File: config.mk
export PLATFORM = sky130hd
export DESIGN_NAME = logic_unit_pipe_flat
export DESIGN_NICKNAME = d
export VERILOG_FILES = /design/src/rtl/logic_unit_pipe_if.sv /design/src/rtl/logic_unit_pipe.sv /design/src/flat_wrapper.sv
export SDC_FILE = /design/constraint.sdc
export NUM_CORES = 1
export LEC_CHECK = 0
export BUFFER_PORTS_ARGS = -buffer_cell sky130_fd_sc_hd__buf_2
export CAP_MARGIN = 20
export CORE_MARGIN = 10
export CORE_UTILIZATION = 62
export DETAILED_ROUTE_END_ITERATION = 8
export PLACE_DENSITY = 0.87
export SKIP_LAST_GASP = 1
export SLEW_MARGIN = 40
export SYNTH_ARGS = -nofsm -noshare
export SYNTH_HDL_FRONTEND = slang
export SYNTH_SLANG_ARGS = --single-unit
export TNS_END_PERCENT = 50
File: constraint.sdc
create_clock -name clk -period 5.82 [get_ports clk]
set_input_delay 0.582 -clock clk [delete_from_list [all_inputs] [get_ports clk]]
set_output_delay 0.582 -clock clk [all_outputs]
set_load 0.1 [all_outputs]
File: src/rtl/logic_unit_pipe_if.sv
// logic_unit_pipe_if: operand/result handshake bundle for logic_unit_pipe.
//   slave  : the unit (consumes in_*/op/a/b/last/out_ready, drives in_ready/out_valid/y/zero/beats)
//   master : the operand source and result consumer, with the opposite directions
//   Macro LOGIC_UNIT_POPCNT_EN adds popcnt (number of 1 bits in y).
interface logic_unit_pipe_if #(
  parameter int WIDTH = 32,
  parameter int CNTW  = 8
);
  logic             in_valid, in_ready, last;
  logic [2:0]       op;
  logic [WIDTH-1:0] a, b, y;
  logic             out_valid, out_ready, zero;
  logic [CNTW-1:0]  beats;
`ifdef LOGIC_UNIT_POPCNT_EN
  logic [$clog2(WIDTH+1)-1:0] popcnt;
  modport slave (input in_valid, op, a, b, last, out_ready,
                 output in_ready, out_valid, y, zero, beats, popcnt);
  modport master (output in_valid, op, a, b, last, out_ready,
                  input in_ready, out_valid, y, zero, beats, popcnt);
`else
  modport slave (input in_valid, op, a, b, last, out_ready,
                 output in_ready, out_valid, y, zero, beats);
  modport master (output in_valid, op, a, b, last, out_ready,
                  input in_ready, out_valid, y, zero, beats);
`endif
endinterface

File: src/rtl/logic_unit_pipe.sv
// logic_unit_pipe: registered bitwise logic unit that AND-folds multi-beat packets into one result.
//   clk   : rising-edge clock
//   reset : asynchronous active-high reset
//   bus   : logic_unit_pipe_if.slave (in_valid/in_ready, op, a, b, last, out_valid/out_ready, y, zero, beats)
//   Macro LOGIC_UNIT_POPCNT_EN adds bus.popcnt, registered alongside y.
module logic_unit_pipe #(
  parameter int WIDTH = 32,
  parameter int CNTW  = 8
) (
  input logic              clk,
  input logic              reset,
  logic_unit_pipe_if.slave bus
);
  typedef enum logic {IDLE, ACCUM} state_t;
  localparam logic [CNTW-1:0] CMAX = '1;
  state_t           state_q, state_d;
  logic [WIDTH-1:0] acc_q, acc_d, y_q, y_d, r, fold;
  logic [CNTW-1:0]  cnt_q, cnt_d, beats_q, beats_d, cnt_nx;
  logic             vld_q, vld_d, zero_q, zero_d, take, fin;
`ifdef LOGIC_UNIT_POPCNT_EN
  localparam int PW = $clog2(WIDTH+1);
  logic [PW-1:0]    pc_q, pc_d;
`endif
  always_ff @(posedge clk or posedge reset) begin
    if (reset) begin
      state_q <= IDLE;
      acc_q   <= '0;
      cnt_q   <= '0;
      vld_q   <= 1'b0;
      y_q     <= '0;
      zero_q  <= 1'b1;
      beats_q <= '0;
`ifdef LOGIC_UNIT_POPCNT_EN
      pc_q    <= '0;
`endif
    end else begin
      state_q <= state_d;
      acc_q   <= acc_d;
      cnt_q   <= cnt_d;
      vld_q   <= vld_d;
      y_q     <= y_d;
      zero_q  <= zero_d;
      beats_q <= beats_d;
`ifdef LOGIC_UNIT_POPCNT_EN
      pc_q    <= pc_d;
`endif
    end
  end
  always_comb begin
    case (bus.op)
      3'b000:  r = bus.a & bus.b;
      3'b001:  r = bus.a | bus.b;
      3'b010:  r = bus.a ^ bus.b;
      3'b011:  r = ~(bus.a | bus.b);
      3'b100:  r = ~bus.a | bus.b;
      3'b101:  r = bus.a & ~bus.b;
      3'b110:  r = ~(bus.a ^ bus.b);
      default: r = bus.a;
    endcase
  end
  // fin captures a finished packet; a drain without fin only drops out_valid, holding y/zero/beats
  always_comb begin
    take    = bus.in_valid && (!vld_q || bus.out_ready);
    fin     = take && bus.last;
    fold    = state_q == ACCUM ? acc_q & r : r;
    cnt_nx  = state_q == ACCUM ? (cnt_q == CMAX ? cnt_q : cnt_q + 1'b1) : CNTW'(1);
    state_d = take ? (bus.last ? IDLE : ACCUM) : state_q;
    acc_d   = take && !bus.last ? fold : acc_q;
    cnt_d   = take && !bus.last ? cnt_nx : cnt_q;
    vld_d   = fin || (vld_q && !bus.out_ready);
    y_d     = fin ? fold : y_q;
    zero_d  = fin ? ~|fold : zero_q;
    beats_d = fin ? cnt_nx : beats_q;
`ifdef LOGIC_UNIT_POPCNT_EN
    pc_d    = fin ? PW'($countones(fold)) : pc_q;
`endif
  end
  always_comb begin
    bus.in_ready  = !vld_q || bus.out_ready;
    bus.out_valid = vld_q;
    bus.y         = y_q;
    bus.zero      = zero_q;
    bus.beats     = beats_q;
`ifdef LOGIC_UNIT_POPCNT_EN
    bus.popcnt    = pc_q;
`endif
  end
endmodule

File: src/flat_wrapper.sv
// flat-port wrapper written by rule: the top's interface ports become plain ports
module logic_unit_pipe_flat 
#(
  parameter int WIDTH = 32,
  parameter int CNTW  = 8
)
  (clk, reset, bus_in_valid, bus_op, bus_a, bus_b, bus_last, bus_out_ready, bus_in_ready, bus_out_valid, bus_y, bus_zero, bus_beats);
  logic_unit_pipe_if #(.WIDTH(WIDTH), .CNTW(CNTW)) bus_i ();
  input logic clk;
  input logic reset;
  input wire logic [$bits(bus_i.in_valid)-1:0] bus_in_valid;
  input wire logic [$bits(bus_i.op)-1:0] bus_op;
  input wire logic [$bits(bus_i.a)-1:0] bus_a;
  input wire logic [$bits(bus_i.b)-1:0] bus_b;
  input wire logic [$bits(bus_i.last)-1:0] bus_last;
  input wire logic [$bits(bus_i.out_ready)-1:0] bus_out_ready;
  output wire logic [$bits(bus_i.in_ready)-1:0] bus_in_ready;
  output wire logic [$bits(bus_i.out_valid)-1:0] bus_out_valid;
  output wire logic [$bits(bus_i.y)-1:0] bus_y;
  output wire logic [$bits(bus_i.zero)-1:0] bus_zero;
  output wire logic [$bits(bus_i.beats)-1:0] bus_beats;
  assign bus_i.in_valid = bus_in_valid;
  assign bus_i.op = bus_op;
  assign bus_i.a = bus_a;
  assign bus_i.b = bus_b;
  assign bus_i.last = bus_last;
  assign bus_i.out_ready = bus_out_ready;
  assign bus_in_ready = bus_i.in_ready;
  assign bus_out_valid = bus_i.out_valid;
  assign bus_y = bus_i.y;
  assign bus_zero = bus_i.zero;
  assign bus_beats = bus_i.beats;
  logic_unit_pipe #(.WIDTH(WIDTH), .CNTW(CNTW)) u_core (.clk(clk), .reset(reset), .bus(bus_i));
endmodule
==> results.py <==
metrics = {
    "layout": {
        "n_fill_cell": 792,
        "final_cells": 1002,
        "area_growth_pct": 11.1,
        "nets": 998,
        "multi_input_area_sq_um": 4060,
        "diodes": 0,
        "drive_gt1_frac": 0.169,
        "final_util": 0.711,
        "seq_area_sq_um": 2080,
    },
    "route": {
        "wl_per_cell_microns": 16.6,
        "first_pass_iters": 7,
        "drt_iter0_markers": 656,
        "vias_per_cell": 5.73,
        "ant_nets": 0,
        "routed-via-count": 5743,
        "routed_wirelength_mm": 16.6,
        "drc": 0,
    },
    "clock_network": {
        "cts_hold_buf": 0,
        "clock_path_buffers": 2,
        "cts_setup_buffers": 0,
        "cts_tree": "done",
        "worstSkewPairLatency_ns": 0.36,
        "htreeDepth": 3,
        "cts.sinks": 83,
        "numCtsBuffers": 9,
        "ctsRootBufferMaster": "clkbuf_8",
        "clk_pin_slew_ns": 0.09,
        "cts_resized": 0,
    },
    "global_routing": {
        "grt_max_degree": 89,
        "grt_pass1_wl_mm": 26.6,
        "grt_pass1_vias": 5495,
        "antenna_found_initial": 0,
        "grt-ovfl-total": 0,
        "grtUsageTotal": 0.213,
    },
    "timing": {
        "final-hold-violation-count": 0,
        "post-route-min-period_ns": 3.16,
        "period_share": 0.543,
        "tightest_slew_ns": 0.756,
        "rsz0062_at_grt": "no",
        "slew_viol_final": 0,
        "timing.hold.ws_ns": 0.399,
        "slew_headroom": 0.496,
        "fin_skew_ns": 0.00723,
        "max_freq_mhz": 316,
        "final-setup-viol-count": 0,
        "setup_tns_ns": 0,
    },
    "job": {
        "maxCapViolCount": 0,
    },
    "placement": {
        "gp_congestion": 0.894,
        "hpwlAfterDp_mm": 12.3,
        "io_buffer_count": 114,
        "dp_cells": 986,
    },
    "worst_hold_path": {
        "hold_class": "in -> async",
    },
    "worst_setup_path": {
        "path_cells": "buf_2 > or2_2 > mux2i_1 > a222oi_1 > o21bai_1 > nand4_1 > or4_1 > o31ai_1",
        "path_depth": 8,
        "cp-start-kind": "input port",
        "cp_top_family": "simple AND/OR/NAND/NOR gates",
        "slowest_stage": "or2_2",
        "critPathMaxStageDelay_ns": 0.62,
        "worst_setup_path_end_kind": "register",
        "crit_fanout": 31,
        "path_class": "in -> reg",
        "worst-path-buf-inv": 1,
        "cp.arrival_ns": 3.44,
        "reg2regPathDepth": 6,
        "required_ns": 6.10,
    },
    "power_and_ir_drop": {
        "p_per_area_nw_per_um2": 297,
        "ir_worst_vdd_mv": 0.357,
        "power.leakage_nw": 3.98,
        "power_mw": 2.20,
    },
    "logic_synthesis": {
        "synthCells": 783,
        "synth_area_leaders": "dfrtp_1, ha_1, mux2i_1, nand2_1, o21ai_0",
        "syn_area_sq_um": 6670,
        "avgSynthCellArea_sq_um": 8.52,
        "ys_seq_area_frac": 0.312,
        "synth_edf_count": 0,
        "syn_nets": 920,
        "ys.flop_type": "dfrtp_1",
        "synth.distinct_cells": 43,
        "async_flop_share": 1.00,
        "ys_ff_latch": 83,
        "yosysTopAreaCell": "dfrtp_1",
        "synth_top_cell_area_share": 0.308,
        "synth_warnings": 0,
    },
    "floorplanning": {
        "die_x_microns": 124,
        "rows": 37,
        "initial_core_util": 0.640,
        "die_y_microns": 124,
        "top_level_ports": 115,
        "core-area_sq_um": 10400,
        "fp.dieArea_sq_um": 15300,
    },
    "run_status": {
        "status": "completed",
    },
}
==> power by group <==
group          internal (mW)  leakage, nW  switching [mW]
logic                  0.242         2.79           0.750
clock network          0.206        0.102           0.231
registers              0.689         1.08          0.0816
==> flip-flops by register name, indices dropped and copies added, names as in the netlist <==
signal	cells
u_core.acc_q	32
u_core.bus.beats	8
u_core.bus.out_valid	1
u_core.bus.y	32
u_core.bus.zero	1
u_core.cnt_q	8
u_core.state_q	1
==> Yosys cell counts (3+ instances only) <==
cell type  number
nand4_1         5
a22oi_1         6
a32oi_1         7
a222oi_1       22
o21ai_0        66
a2bb2oi_1       7
nor2_1         15
buf_4           7
nor3_1          3
dfrtp_1        82
nand3_1        13
inv_1          70
clkbuf_1       29
xor2_1         27
nand2_1       152
o31ai_1         5
nor2b_1        29
buf_2          10
ha_1           65
a21oi_1        14
mux2i_1        78
and3_1          4
buf_1           4
o21bai_1       21
nand2b_1       12
xnor2_1         9
==> area by class of cell <==
type,instances,share of cell area
Multi-Input combinational cell,576,0.548
Sequential cell,83,0.281
Timing Repair Buffer,121,0.0855
Inverter,70,0.0356
Tap cell,136,0.0230
Clock buffer,9,0.0167
Clock inverter,7,0.0110
==> cell usage in the layout (no fill, tap or decap), types with 6 or more instances in the layout <==
cell         n
nand3_1     12
buf_4        6
o21bai_1    21
nand2_1    151
buf_2      113
nor2_1      14
xor2_1      27
inv_1       68
nor2b_1     29
dfrtp_1     82
clkbuf_8     9
a22oi_1      6
a21oi_1     14
mux2i_1     78
a32oi_1      7
a2bb2oi_1    7
nand2b_1    12
a222oi_1    22
ha_1        65
xnor2_1      9
o21ai_0     66
==> path summary, 6_finish.rpt <==
path	start	endpoint	slack [ns]
setup / recovery	bus_op[0]	u_core.bus.zero	2.66
hold / removal	reset	u_core.acc_q[15]	0.40
setup reg to reg	u_core.state_q	u_core.bus.zero	3.37
hold reg to reg	u_core.bus.y[5]	u_core.bus.y[5]	0.48
max in group asynchronous	reset	u_core.bus.y[6]	4.91
min in group clk	u_core.bus.y[5]	u_core.bus.y[5]	0.48
==> worst reg2reg max path: cells and delay by family (launching register included) <==
| kind | cells | cell delay [ns] |
|---|---|---|
| flip-flops | 1 | 0.57 |
| AND/OR/NAND/NOR | 2 | 0.72 |
| AO/OA/AOI/OAI | 2 | 0.70 |
| buffers and inverters | 2 | 0.39 |
==> per-stage QoR <==
step | setup WS (ns) | instance area (sq um)
2_1_floorplan | 2.70 | 6670
5_1_grt | 2.51 | 7410
3_3_place_gp | 2.19 | 7190
3_5_place_dp | 2.36 | 7200
4_1_cts | 2.73 | 7410
6_report | 2.66 | 7410
==> metal layers <==
| layer | track usage | up-vias | share of wire |
|---|---|---|---|
| met1 | 0.295 | 2666 | 0.43 |
| met3 | 0.0412 | 19 | 0.099 |
| met5 | 0 | - | 0 |
| met2 | 0.331 | 246 | 0.46 |
| li1 | - | 2812 | - |
| met4 | 0.0590 | 0 | 0.011 |
==> cells by family (layout without fill, tap and decap cells) <==
logic type | after synthesis | in the layout | share of synthesized area
simple gates | 240 | 240 | 0.160
compound gates | 156 | 156 | 0.157
buf+inv | 124 | 207 | 0.0820
flops | 83 | 83 | 0.312
mux | 78 | 78 | 0.117
fa+ha+maj | 65 | 65 | 0.122
xor+xnor | 37 | 37 | 0.0497
Note: power is estimated with default switching activity, not from simulation.
